==> config.mk <==
export PLATFORM = sky130hd
export DESIGN_NAME = alu32_seq
export DESIGN_NICKNAME = d
export VERILOG_FILES = /design/src/rtl/alu32_seq.sv
export SDC_FILE = /design/constraint.sdc
export NUM_CORES = 1
export LEC_CHECK = 0
export CAP_MARGIN = 20
export CORE_MARGIN = 8
export CORE_UTILIZATION = 61
export DETAILED_ROUTE_END_ITERATION = 8
export PLACE_DENSITY_LB_ADDON = 0.12
export SLEW_MARGIN = 10
export SYNTH_ARGS = -nofsm -noshare
export SYNTH_HDL_FRONTEND = slang
export SYNTH_SLANG_ARGS = --single-unit
==> constraint.sdc <==
create_clock -name clk -period 3.1 [get_ports clk]
set_input_delay 0.62 -clock clk [delete_from_list [all_inputs] [get_ports clk]]
set_output_delay 0.62 -clock clk [all_outputs]
set_load 0.02 [all_outputs]
==> src/rtl/alu32_seq.sv <==
`default_nettype none
// ============================================================================
// Module   : alu32_seq
// Purpose  : Sequenced command front end for an external combinational alu32.
//            Takes one ALU or load-immediate command at a time over a
//            valid/ready handshake. It reads operands from an internal
//            register file, drives them to alu32 as registered outputs, then
//            writes the result and flags back. Each command takes three cycles:
//            IDLE (accept) -> EXEC (alu32 settles, write-back) -> DONE (pulse).
//
// Ports    : clk, reset_n         clock, async active-low reset
//            cmd_valid/cmd_ready  command handshake (ready only in IDLE)
//            cmd_ld, cmd_op       load-immediate select, ALU op code
//            cmd_rd/rs1/rs2       destination / operand register indices
//            cmd_imm              immediate for loads
//            cmd_cmp              compare-only (only with ALU32_SEQ_CMP_EN)
//            done                 one-cycle pulse when a command retires
//            alu_a/alu_b/alu_op   registered operands/op to alu32
//            alu_result, alu_c/n/z/v  result and flags returned by alu32
//            flags                retained {c,n,z,v}
//            dbg_addr/dbg_data    combinational register-file read port
//
// Config   : ALU32_SEQ_CMP_EN - adds cmd_cmp. An ALU command with cmd_cmp=1
//            updates flags only and does not write the register file.
// Revision : 1.0 - initial release
// ============================================================================
module alu32_seq #(
  parameter int AW = 3
) (
  input  logic          clk,
  input  logic          reset_n,
  input  logic          cmd_valid,
  output logic          cmd_ready,
  input  logic          cmd_ld,
  input  logic [2:0]    cmd_op,
  input  logic [AW-1:0] cmd_rd,
  input  logic [AW-1:0] cmd_rs1,
  input  logic [AW-1:0] cmd_rs2,
  input  logic [31:0]   cmd_imm,
`ifdef ALU32_SEQ_CMP_EN
  input  logic          cmd_cmp,
`endif
  output logic          done,
  output logic [31:0]   alu_a,
  output logic [31:0]   alu_b,
  output logic [2:0]    alu_op,
  input  logic [31:0]   alu_result,
  input  logic          alu_c,
  input  logic          alu_n,
  input  logic          alu_z,
  input  logic          alu_v,
  output logic [3:0]    flags,
  input  logic [AW-1:0] dbg_addr,
  output logic [31:0]   dbg_data
);

  localparam int C_NREG = 1 << AW;

  typedef enum logic [1:0] {
    ST_IDLE = 2'd0,
    ST_EXEC = 2'd1,
    ST_DONE = 2'd2
  } state_t;

  state_t          state_q, state_d;
  logic            cmd_ready_q, cmd_ready_d;
  logic            done_q, done_d;
  logic            ld_q, ld_d;
  logic [AW-1:0]   rd_q, rd_d;
  logic [31:0]     imm_q, imm_d;
  logic [31:0]     alu_a_q, alu_a_d;
  logic [31:0]     alu_b_q, alu_b_d;
  logic [2:0]      alu_op_q, alu_op_d;
  logic [3:0]      flags_q, flags_d;
  logic [31:0]     rf_q [C_NREG];
  logic [31:0]     rf_d [C_NREG];
`ifdef ALU32_SEQ_CMP_EN
  logic            cmp_q, cmp_d;
`endif

  // Register-file write enable for an ALU command in EXEC. Compare-only
  // commands keep the destination untouched.
  logic            alu_wr;

  always_comb begin
`ifdef ALU32_SEQ_CMP_EN
    alu_wr = !cmp_q;
`else
    alu_wr = 1'b1;
`endif
  end

  always_comb begin
    state_d     = state_q;
    cmd_ready_d = cmd_ready_q;
    done_d      = 1'b0;
    ld_d        = ld_q;
    rd_d        = rd_q;
    imm_d       = imm_q;
    alu_a_d     = alu_a_q;
    alu_b_d     = alu_b_q;
    alu_op_d    = alu_op_q;
    flags_d     = flags_q;
    rf_d        = rf_q;
`ifdef ALU32_SEQ_CMP_EN
    cmp_d       = cmp_q;
`endif

    case (state_q)
      ST_IDLE: begin
        if (cmd_valid) begin
          // Operands are sampled here, so rd == rs1 == rs2 sees pre-write values.
          ld_d        = cmd_ld;
          rd_d        = cmd_rd;
          imm_d       = cmd_imm;
          alu_a_d     = rf_q[cmd_rs1];
          alu_b_d     = rf_q[cmd_rs2];
          alu_op_d    = cmd_op;
`ifdef ALU32_SEQ_CMP_EN
          cmp_d       = cmd_cmp;
`endif
          cmd_ready_d = 1'b0;
          state_d     = ST_EXEC;
        end
      end

      ST_EXEC: begin
        if (ld_q) begin
          rf_d[rd_q] = imm_q;
        end else begin
          flags_d = {alu_c, alu_n, alu_z, alu_v};
          if (alu_wr) begin
            rf_d[rd_q] = alu_result;
          end
        end
        done_d  = 1'b1;
        state_d = ST_DONE;
      end

      ST_DONE: begin
        cmd_ready_d = 1'b1;
        state_d     = ST_IDLE;
      end

      default: begin
        cmd_ready_d = 1'b1;
        state_d     = ST_IDLE;
      end
    endcase
  end

  // Reset aborts any command in flight: nothing above is committed once
  // reset_n falls, so no write-back and no done pulse can follow.
  always_ff @(posedge clk or negedge reset_n) begin
    if (!reset_n) begin
      state_q     <= ST_IDLE;
      cmd_ready_q <= 1'b1;
      done_q      <= 1'b0;
      ld_q        <= 1'b0;
      rd_q        <= '0;
      imm_q       <= '0;
      alu_a_q     <= '0;
      alu_b_q     <= '0;
      alu_op_q    <= '0;
      flags_q     <= '0;
`ifdef ALU32_SEQ_CMP_EN
      cmp_q       <= 1'b0;
`endif
      for (int i = 0; i < C_NREG; i++) begin
        rf_q[i] <= '0;
      end
    end else begin
      state_q     <= state_d;
      cmd_ready_q <= cmd_ready_d;
      done_q      <= done_d;
      ld_q        <= ld_d;
      rd_q        <= rd_d;
      imm_q       <= imm_d;
      alu_a_q     <= alu_a_d;
      alu_b_q     <= alu_b_d;
      alu_op_q    <= alu_op_d;
      flags_q     <= flags_d;
`ifdef ALU32_SEQ_CMP_EN
      cmp_q       <= cmp_d;
`endif
      for (int i = 0; i < C_NREG; i++) begin
        rf_q[i] <= rf_d[i];
      end
    end
  end

  assign cmd_ready = cmd_ready_q;
  assign done      = done_q;
  assign alu_a     = alu_a_q;
  assign alu_b     = alu_b_q;
  assign alu_op    = alu_op_q;
  assign flags     = flags_q;
  // Reads the flops, so a same-cycle write is not visible until after its edge.
  assign dbg_data  = rf_q[dbg_addr];

endmodule
`default_nettype wire

==> results_dict.tcl, run 1 <==
set metrics [dict create \
    numCtsBuffers 40 \
    cap_viol_max_count 0 \
    drt-total-wl_mm 55.4 \
    avgViaCountPerCell 6.50 \
    drcViolationCount 0 \
    async_flop_share_pct 100 \
    grt_pass1_vias 15000 \
    grt_overflow_total 0 \
    slew_violations 0 \
    power.leakage_nw 10.6 \
    cts_hold_buf 0 \
    port_buffers 191 \
    rr_endpoint "rf_q[167]" \
    p_per_area_nw_per_um2 918 \
    holdWs_ps 98.3 \
    critPathKind "in -> out" \
    rsz0062_at_grt "yes" \
    clockBufferDepth 3 \
    worstSetupStartpointType "primary input" \
    dieArea_um2 38800 \
    ys_ff_latch 367 \
    die_w_um 197 \
    dp_cells 2095 \
    grt_use_total_pct 28.6 \
    synth_area_leader_cell "dfrtp_1" \
    grt_start_max_net_pins 89 \
    place.gp.congestion 0.820 \
    synthDistinctLibCells 28 \
    root_buffer "clkbuf_16" \
    syn_area_per_cell_um2 13.0 \
    synth_area_um2 20000 \
    crit_path_max_fanout 26 \
    ios 192 \
    peakVddDrop_mv 0.614 \
    yosys_warnings 0 \
    clkSinkCount 367 \
    final_layout_size_suffix_gt1_share_pct 37.9 \
    reg2reg_depth 4 \
    final_cells 2167 \
    core_area_um2 32500 \
    status "finished, final reports clean" \
    cp.required_ps 2480 \
    synth_area_leaders "dfrtp_1 (46%), mux2_2 (25%), mux4_2 (7.2%)" \
    dieHeight_um 197 \
    slew_headroom_pct 51.1 \
    synthFlopType "dfrtp_1" \
    critPathLaunch "dbg_addr[0]" \
    final_antenna_net_count 0 \
    clk_latency_ps 530 \
    netlist_instances 1537 \
    dp_hpwl_mm 33.3 \
    initial_utilization_pct 61.6 \
    post-synth-top-area-fraction_pct 45.8 \
    worstPathArrival_ps 2440 \
    synth-edff-count 0 \
    htree_levels 2 \
    worst_pin_slew_ps 733 \
    timing.fmax_mhz 326 \
    via_count 14100 \
    yosysSeqAreaShare_pct 45.9 \
    final_nets 1782 \
    final.setup_skew_ps 19.3 \
    end_kind "output pin" \
    finalCriticalPeriod_ps 3060 \
    crit_chain "buf_4 > buf_12 > mux4_2 > mux2_2 > clkdlybuf4s50_1" \
    diodes 0 \
    grt_pass1_wl_mm 86.9 \
    antenna_found_initial 0 \
    min_path_type "in -> async" \
    drt-pass1-iter-count 5 \
    timing.rr.start "state_q[1]" \
    hold_viol_final 0 \
    ff2ff_setup_slack_ps 850 \
    worst_path_max_delay_cell "clkdlybuf4s50_1" \
    cts_tree "built" \
    setup_viol 0 \
    rows 66 \
    syn_nets 1624 \
    cp_slowest_stage_delay_ps 560 \
    finalCritPeriodShare_pct 98.9 \
    syn2layout_area_growth_pct 19.6 \
    post_drt_wl_per_cell_um 25.6 \
    clk_pin_slew_ps 50 \
    first_iter_violations 1080 \
]
cell usage after synthesis (4+ instances only):
master	instances
clkbuf_1	42
nor2b_1	4
nand2_1	185
dfrtp_1	366
buf_6	7
nor2_1	6
buf_2	35
o31ai_1	64
mux4_2	64
buf_4	32
mux2_1	7
mux2_2	445
o22ai_1	64
mux2i_1	128
a22o_1	64
buf_1	9
cells by family after synthesis:
group / count (synthesis) / share of synthesized area, %
multiplexers: 644 / 39.1
flip-flops: 367 / 45.9
AND/OR/NAND/NOR: 207 / 4.34
AO/OA/AOI/OAI: 192 / 7.21
buffers and inverters: 127 / 3.47
report_power, final:
part	switching (mW)	internal, mW	total, mW
clock network	1.97	2.90	4.87
registers	2.07	6.88	8.95
logic	3.39	4.75	8.14
total	7.43	14.5	22.0
what timing repair did:
action / 4_1_cts / 5_1_grt
setup buffers: 0 / 0
resized for setup: 0 / 9
setup endpoints to repair: 0 / 11
final cells by class:
class                   count  area, um^2
clock buffers              57        1180
fillers                  2189        8540
inverters                   1        3.75
clock inverters            15         173
multi-input cells        1043       10200
repair buffers            242        2630
flip-flops and latches    367        9190
well taps                 442         553
layer usage:
| layer | vias to the layer above | part of all wire, % | routed length (um) | global-route usage [%] |
|---|---|---|---|---|
| met2 | 573 | 48 | 26500 | 46.2 |
| met4 | 0 | 2.6 | 1450 | 9.19 |
| met5 | - | 0 | 0 | 0 |
| met1 | 7289 | 43 | 23600 | 38.9 |
| met3 | 111 | 6.9 | 3830 | 5.21 |
| li1 | 6103 | - | - | - |
registers in the layout (all words and copies together) (netlist names):
name / count
rf_q: 256
alu_a: 32
alu_b: 32
imm_q: 32
flags: 4
alu_op: 3
rd_q: 3
state_q: 2
cmd_ready: 1
done: 1
ld_q: 1
critical path, delay by kind of cell:
family,cells,cell delay [ps]
buf+inv,3,960
mux,2,840
cell usage in the layout, fill, tap and decap left out, types with 3 or more instances in the layout:
cell / n
mux2i_1: 128
buf_12: 24
a22o_1: 64
bufinv_16: 3
clkbuf_8: 9
nor2_4: 3
o31ai_1: 64
clkdlybuf4s50_1: 177
inv_6: 3
mux4_2: 64
mux2_1: 7
clkinv_2: 8
dfrtp_1: 365
buf_4: 28
nand2_1: 182
nor3b_4: 3
nand2_2: 3
o22ai_1: 64
dlymetal6s2s_1: 8
clkbuf_1: 7
clkbuf_16: 41
nor2_1: 3
mux2_2: 445
per-stage QoR:
step / util [%] / area [um^2] / power (mW) / TNS [ps] / setup slack, ps
after global routing: 73.7 / 23900 / 23.1 / -52.9 / -18.8
after detailed placement: 69.5 / 22500 / 17.1 / 0 / 29.1
after global placement: 69.5 / 22500 / 16.7 / 0 / 50.2
after CTS: 73.6 / 23900 / 22.0 / 0 / 16.7
final: 73.7 / 23900 / 22.0 / 0 / 35.2
after floorplan: - / 20000 / 14.0 / 0 / 655
worst max path at each step:
stage	end	slack, ps	cells after the start
final	dbg_data[31]	40	5
after global routing	dbg_data[31]	-20	5
after CTS	dbg_data[14]	20	5
after detailed placement	dbg_data[14]	30	5
after global placement	dbg_data[31]	50	5
after floorplan	dbg_data[0]	650	4
Note: power is estimated with default switching activity, not from simulation.
==> run 2, diff against run 1 <==
CORE_UTILIZATION = 53   (was 61)
HOLD_SLACK_MARGIN = 0.15   (was default)
clock period = 2.65 ns   (was 3.1 ns; I/O delays follow)
==> run 2 against run 1 <==
Net effect:
- power up 17%
- non-clock buffer count rose by 17
- count of clock-buffer cells in the layout increased by 9
- critical path type unchanged
==> results_dict.tcl, run 2 (same netlist as run 1, synthesis figures left out) <==
set metrics [dict create \
    status "finished, final reports clean" \
    post_drt_wl_per_cell_um 25.3 \
    port_buffers 191 \
    drt-total-wl_mm 57.1 \
    crit_chain "buf_8 > buf_12 > mux4_2 > mux2_2 > dlygate4sd2_1" \
    worst_path_max_delay_cell "mux4_2" \
    slew_headroom_pct 54.3 \
    end_kind "output pin" \
    grt_pass1_vias 14900 \
    power_switching_mw 8.64 \
    antenna_found_initial 0 \
    via_count 14000 \
    largest_reg_flops 256 \
    dieHeight_um 210 \
    final_nets 1801 \
    first_iter_violations 1084 \
    cap_viol_max_count 0 \
    post_dp_cell_area_um2 22900 \
    initial_utilization_pct 53.5 \
    power.leakage_nw 10.8 \
    htree_levels 2 \
    p_per_area_nw_per_um2 1050 \
    peakVddDrop_mv 0.607 \
    min_path_type "reg -> reg" \
    worst_pin_slew_ps 685 \
    p_sw_share_pct 33.7 \
    fin_ws_ps 49.8 \
    hold_viol_final 0 \
    finalCriticalPeriod_ps 2600 \
    dp_hpwl_mm 34.7 \
    final_antenna_net_count 0 \
    worstPathArrival_ps 2070 \
    place.gp.congestion 0.814 \
    grt_use_total_pct 25.8 \
    clkSinkCount 367 \
    setup_viol 0 \
    dp_cells 2179 \
    numCtsBuffers 42 \
    cts_tree "built" \
    grt_pass1_wl_mm 88.9 \
    ios 192 \
    slew_violations 0 \
    pre_cts_slack_ps -277 \
    final.setup_skew_ps 12.0 \
    drcViolationCount 0 \
    rows 71 \
    fin_area_um2 24300 \
    avgViaCountPerCell 6.21 \
    layout_commonest_cell "mux2_2" \
    seq_power_share_pct 40.8 \
    rsz0062_at_grt "no" \
    dieArea_um2 44200 \
    clkPwrFrac_pct 22.5 \
    root_buffer "clkbuf_16" \
    final_cell_mix "mux2_2 (445), dfrtp_1 (365), nand2_1 (183), clkdlybuf4s50_1 (153), mux2i_1 (128)" \
    diodes 0 \
    clk_pin_slew_ps 60 \
    met3_wirelength_mm 3.49 \
    crit_path_max_fanout 14 \
    clockBufferDepth 3 \
    core_area_um2 37400 \
    cp_top_family "multiplexers" \
    critPathKind "in -> out" \
    dr.max_layer_used "met4" \
    worst-path-buf-inv 3 \
    p_int_mw 17.0 \
    worstSetupStartpointType "primary input" \
    regMostFlops "rf_q" \
    met2_length_mm 27.4 \
    die_w_um 210 \
    drt-pass1-iter-count 5 \
    final_cells 2255 \
    wl_met1_mm 24.7 \
    cp_slowest_stage_delay_ps 510 \
    grt_overflow_total 0 \
    final_layout_size_suffix_gt1_share_pct 38.5 \
    syn2layout_area_growth_pct 21.3 \
    cp.required_ps 2120 \
    fillers 2900 \
    holdWs_ps 473 \
    pwr-share-comb_pct 36.7 \
    grt_start_max_net_pins 76 \
    finalCritPeriodShare_pct 98.1 \
    cts_setup_buffers 0 \
    clk_latency_ps 550 \
    timing.fmax_mhz 385 \
]
==> run 2: changes by cell type in the layout (fill, tap and decap cells not counted), sizes merged, moves of 4 or more <==
cell,previous run,this run
buf,57,72
clkbuf,57,70
clkdlybuf4s15,0,4
clkdlybuf4s50,177,153
dlygate4sd2,0,25
dlymetal6s2s,8,0
==> run 2: worst paths after layout <==
kind / cells after the start / slack, ps / to / start
min reg2reg: 2 / 470 / imm_q[31] / imm_q[31]
min: 2 / 470 / imm_q[31] / imm_q[31]
max in group asynchronous: 3 / 1290 / imm_q[17] / reset_n
min in group asynchronous: 2 / 580 / alu_op[0] / reset_n
max reg2reg: 4 / 650 / rf_q[85] / rd_q[1]
max: 5 / 50 / dbg_data[20] / dbg_addr[0]
==> run 2: power groups by stage <==
stage	Clock, mW	Sequential (mW)	Combinational [mW]
2_1_floorplan	0	10.1	6.24
3_5_place_dp	0	10.4	9.59
6_report	5.77	10.4	9.39
5_1_grt	6.14	10.8	10.1
3_3_place_gp	0	10.3	9.38
4_1_cts	5.90	10.4	9.47
==> run 2: what timing repair did <==
action | in CTS | in global routing
setup endpoints to repair | 32 | 14
hold buffers | 1 | 0
resized for setup | 34 | 11
gates cloned | 0 | 1
endpoints found under the hold margin | 61 | 0
pin swaps | 0 | 0
==> run 2: tightest hold or removal path, delay by kind of cell (launching register included) <==
family        cells  cell delay (ps)
simple gates      2              100
flops             1              340
==> run 2: metal layers <==
metal,vias to the layer above,GRT usage [%]
met3,118,4.77
met5,-,0
met4,0,8.82
li1,6142,-
met1,7310,34.9
met2,425,41.6
==> run 2: area by class of cell <==
cell class	count	area [um^2]	share of cell area, %
Clock buffer	66	1310	5.41
Clock inverter	8	68.8	0.284
Inverter	1	3.75	0.0155
Multi-Input combinational cell	1043	10200	42.0
Sequential cell	367	9190	37.8
Tap cell	511	639	2.63
Timing Repair Buffer	259	2870	11.8
==> run 2: stage by stage <==
step | setup TNS (ps) | utilization, % | power [mW]
after floorplan | 0 | - | 16.4
after global placement | -7380 | 61.2 | 19.7
after detailed placement | -7720 | 61.2 | 20.0
after CTS | 0 | 64.8 | 25.7
after global routing | 0 | 64.9 | 27.0
final | 0 | 64.9 | 25.6
==> run 3, diff against run 2 <==
TNS_END_PERCENT = 10   (was default)
==> run 3 against run 2 <==
Net effect:
- cell area down 0.10%
- final cell count about the same
- via count down 0.34%
- flip-flop and latch count unchanged
- register-to-register slack about the same
- count of clock-buffer cells in the layout unchanged
- critical path type is now reg -> out
- largest power group unchanged
- highest routed layer unchanged
==> results_dict.tcl, run 3 (same netlist as run 1, synthesis figures left out) <==
set metrics [dict create \
    status "finished, final reports clean" \
    regMostFlops "rf_q" \
    die_w_um 210 \
    power.leakage_nw 10.8 \
    antenna_found_initial 0 \
    rsz0062_at_grt "no" \
    finalCriticalPeriod_ps 2600 \
    initial_utilization_pct 53.5 \
    timing.rr.start "rd_q[1]" \
    crit_path_max_fanout 4 \
    reg2reg_depth 4 \
    p_int_mw 17.0 \
    final_antenna_net_count 0 \
    ios 192 \
    end_kind "output pin" \
    fin_total_pwr_mw 25.6 \
    slew_headroom_pct 54.3 \
    cts_setup_buffers 0 \
    syn2layout_area_growth_pct 21.2 \
    worst_pin_slew_ps 686 \
    clkSinkCount 367 \
    clk_latency_ps 550 \
    place.gp.congestion 0.814 \
    power_switching_mw 8.63 \
    drcViolationCount 0 \
    pwr-share-comb_pct 36.7 \
    cts_tree "built" \
    drt-pass1-iter-count 5 \
    first_iter_violations 1055 \
    core_area_um2 37400 \
    timing.fmax_mhz 384 \
    diodes 0 \
    dieArea_um2 44200 \
    p_per_area_nw_per_um2 1060 \
    via_count 13900 \
    fin_area_um2 24200 \
    holdWs_ps 473 \
    final_cells 2254 \
    slew_violations 0 \
    clkPwrFrac_pct 22.5 \
    avgViaCountPerCell 6.19 \
    finalCritPeriodShare_pct 98.2 \
    largest_reg_flops 256 \
    whs_path_depth 2 \
    grt_pass1_vias 14900 \
    min_to "imm_q[27]" \
    numCtsBuffers 42 \
    grt_overflow_total 0 \
    min_path_type "reg -> reg" \
    rows 71 \
    cap_viol_max_count 0 \
    final_nets 1800 \
    ff2ff_setup_slack_ps 650 \
    peakVddDrop_mv 0.609 \
    final_util_pct 64.8 \
    hp-start "imm_q[27]" \
    post_drt_wl_per_cell_um 25.2 \
    port_buffers 191 \
    clockBufferDepth 3 \
    dp_hpwl_mm 34.7 \
    cp.required_ps 2120 \
    final_cell_mix "mux2_2 (445), dfrtp_1 (365), nand2_1 (183), clkdlybuf4s50_1 (153), mux2i_1 (128)" \
    setup_viol 0 \
    dp_cells 2179 \
    worstPathArrival_ps 2070 \
    seq_power_share_pct 40.8 \
    grt_start_max_net_pins 76 \
    worstSetupStartpointType "flip-flop" \
    hold_viol_final 0 \
    p_sw_share_pct 33.7 \
    root_buffer "clkbuf_16" \
    rr_endpoint "rf_q[85]" \
    grt_use_total_pct 25.8 \
    htree_levels 2 \
    clk_pin_slew_ps 60 \
    final.setup_skew_ps 11.4 \
    post_dp_cell_area_um2 22900 \
    critPathKind "reg -> out" \
    drt-total-wl_mm 56.9 \
    layout_commonest_cell "mux2_2" \
    grt_pass1_wl_mm 88.9 \
    dieHeight_um 210 \
    final_layout_size_suffix_gt1_share_pct 38.5 \
]
## run 3: final cells by class
class	count	area, um^2
fillers	2903	13200
multi-input cells	1043	10200
flip-flops and latches	367	9190
repair buffers	258	2840
clock inverters	8	68.8
clock buffers	66	1310
well taps	511	639
inverters	1	3.75
## run 3: critical path, stage by stage, from the launching register on
cell	delay [ps]
dfrtp_1	410
mux4_2	480
mux2_2	300
dlygate4sd2_1	330
## run 3: worst max path at each step
stage | startpoint | end | slack [ps] | cells after the start
2_1_floorplan | dbg_addr[0] | dbg_data[0] | 380 | 4
3_3_place_gp | dbg_addr[0] | dbg_data[7] | -270 | 5
3_5_place_dp | dbg_addr[0] | dbg_data[7] | -280 | 5
4_1_cts | rf_q[132] | dbg_data[4] | 2 | 3
5_1_grt | rf_q[56] | dbg_data[24] | 8 | 3
6_report | rf_q[148] | dbg_data[20] | 50 | 3
## run 3: metrics by stage
step,TNS [ps],worst slack (ps)
6_report,0,48.1
3_5_place_dp,-7720,-277
4_1_cts,0,2.22
2_1_floorplan,0,385
5_1_grt,0,7.85
3_3_place_gp,-7380,-266
## run 3: power by group through the flow
stage	combinational, mW	sequential, mW	clock (mW)
finish	9.39	10.4	5.77
global route	10.1	10.8	6.14
CTS	9.47	10.4	5.90
detailed placement	9.59	10.4	0
global placement	9.38	10.3	0
floorplan	6.24	10.1	0
## run 3: repair_timing
item,4_1_cts,5_1_grt
hold buffers,1,0
gates resized for setup,34,11
pin swaps,0,0
hold endpoints to repair,61,0
setup endpoints to repair,32,14
## run 3: per-layer routing
layer / GRT usage (%) / share of wire (%) / vias to the layer above
met3: 4.77 / 6.0 / 122
li1: - / - / 6135
met4: 8.82 / 2.9 / 0
met5: 0 / 0 / -
met1: 34.9 / 43 / 7247
met2: 41.6 / 48 / 444
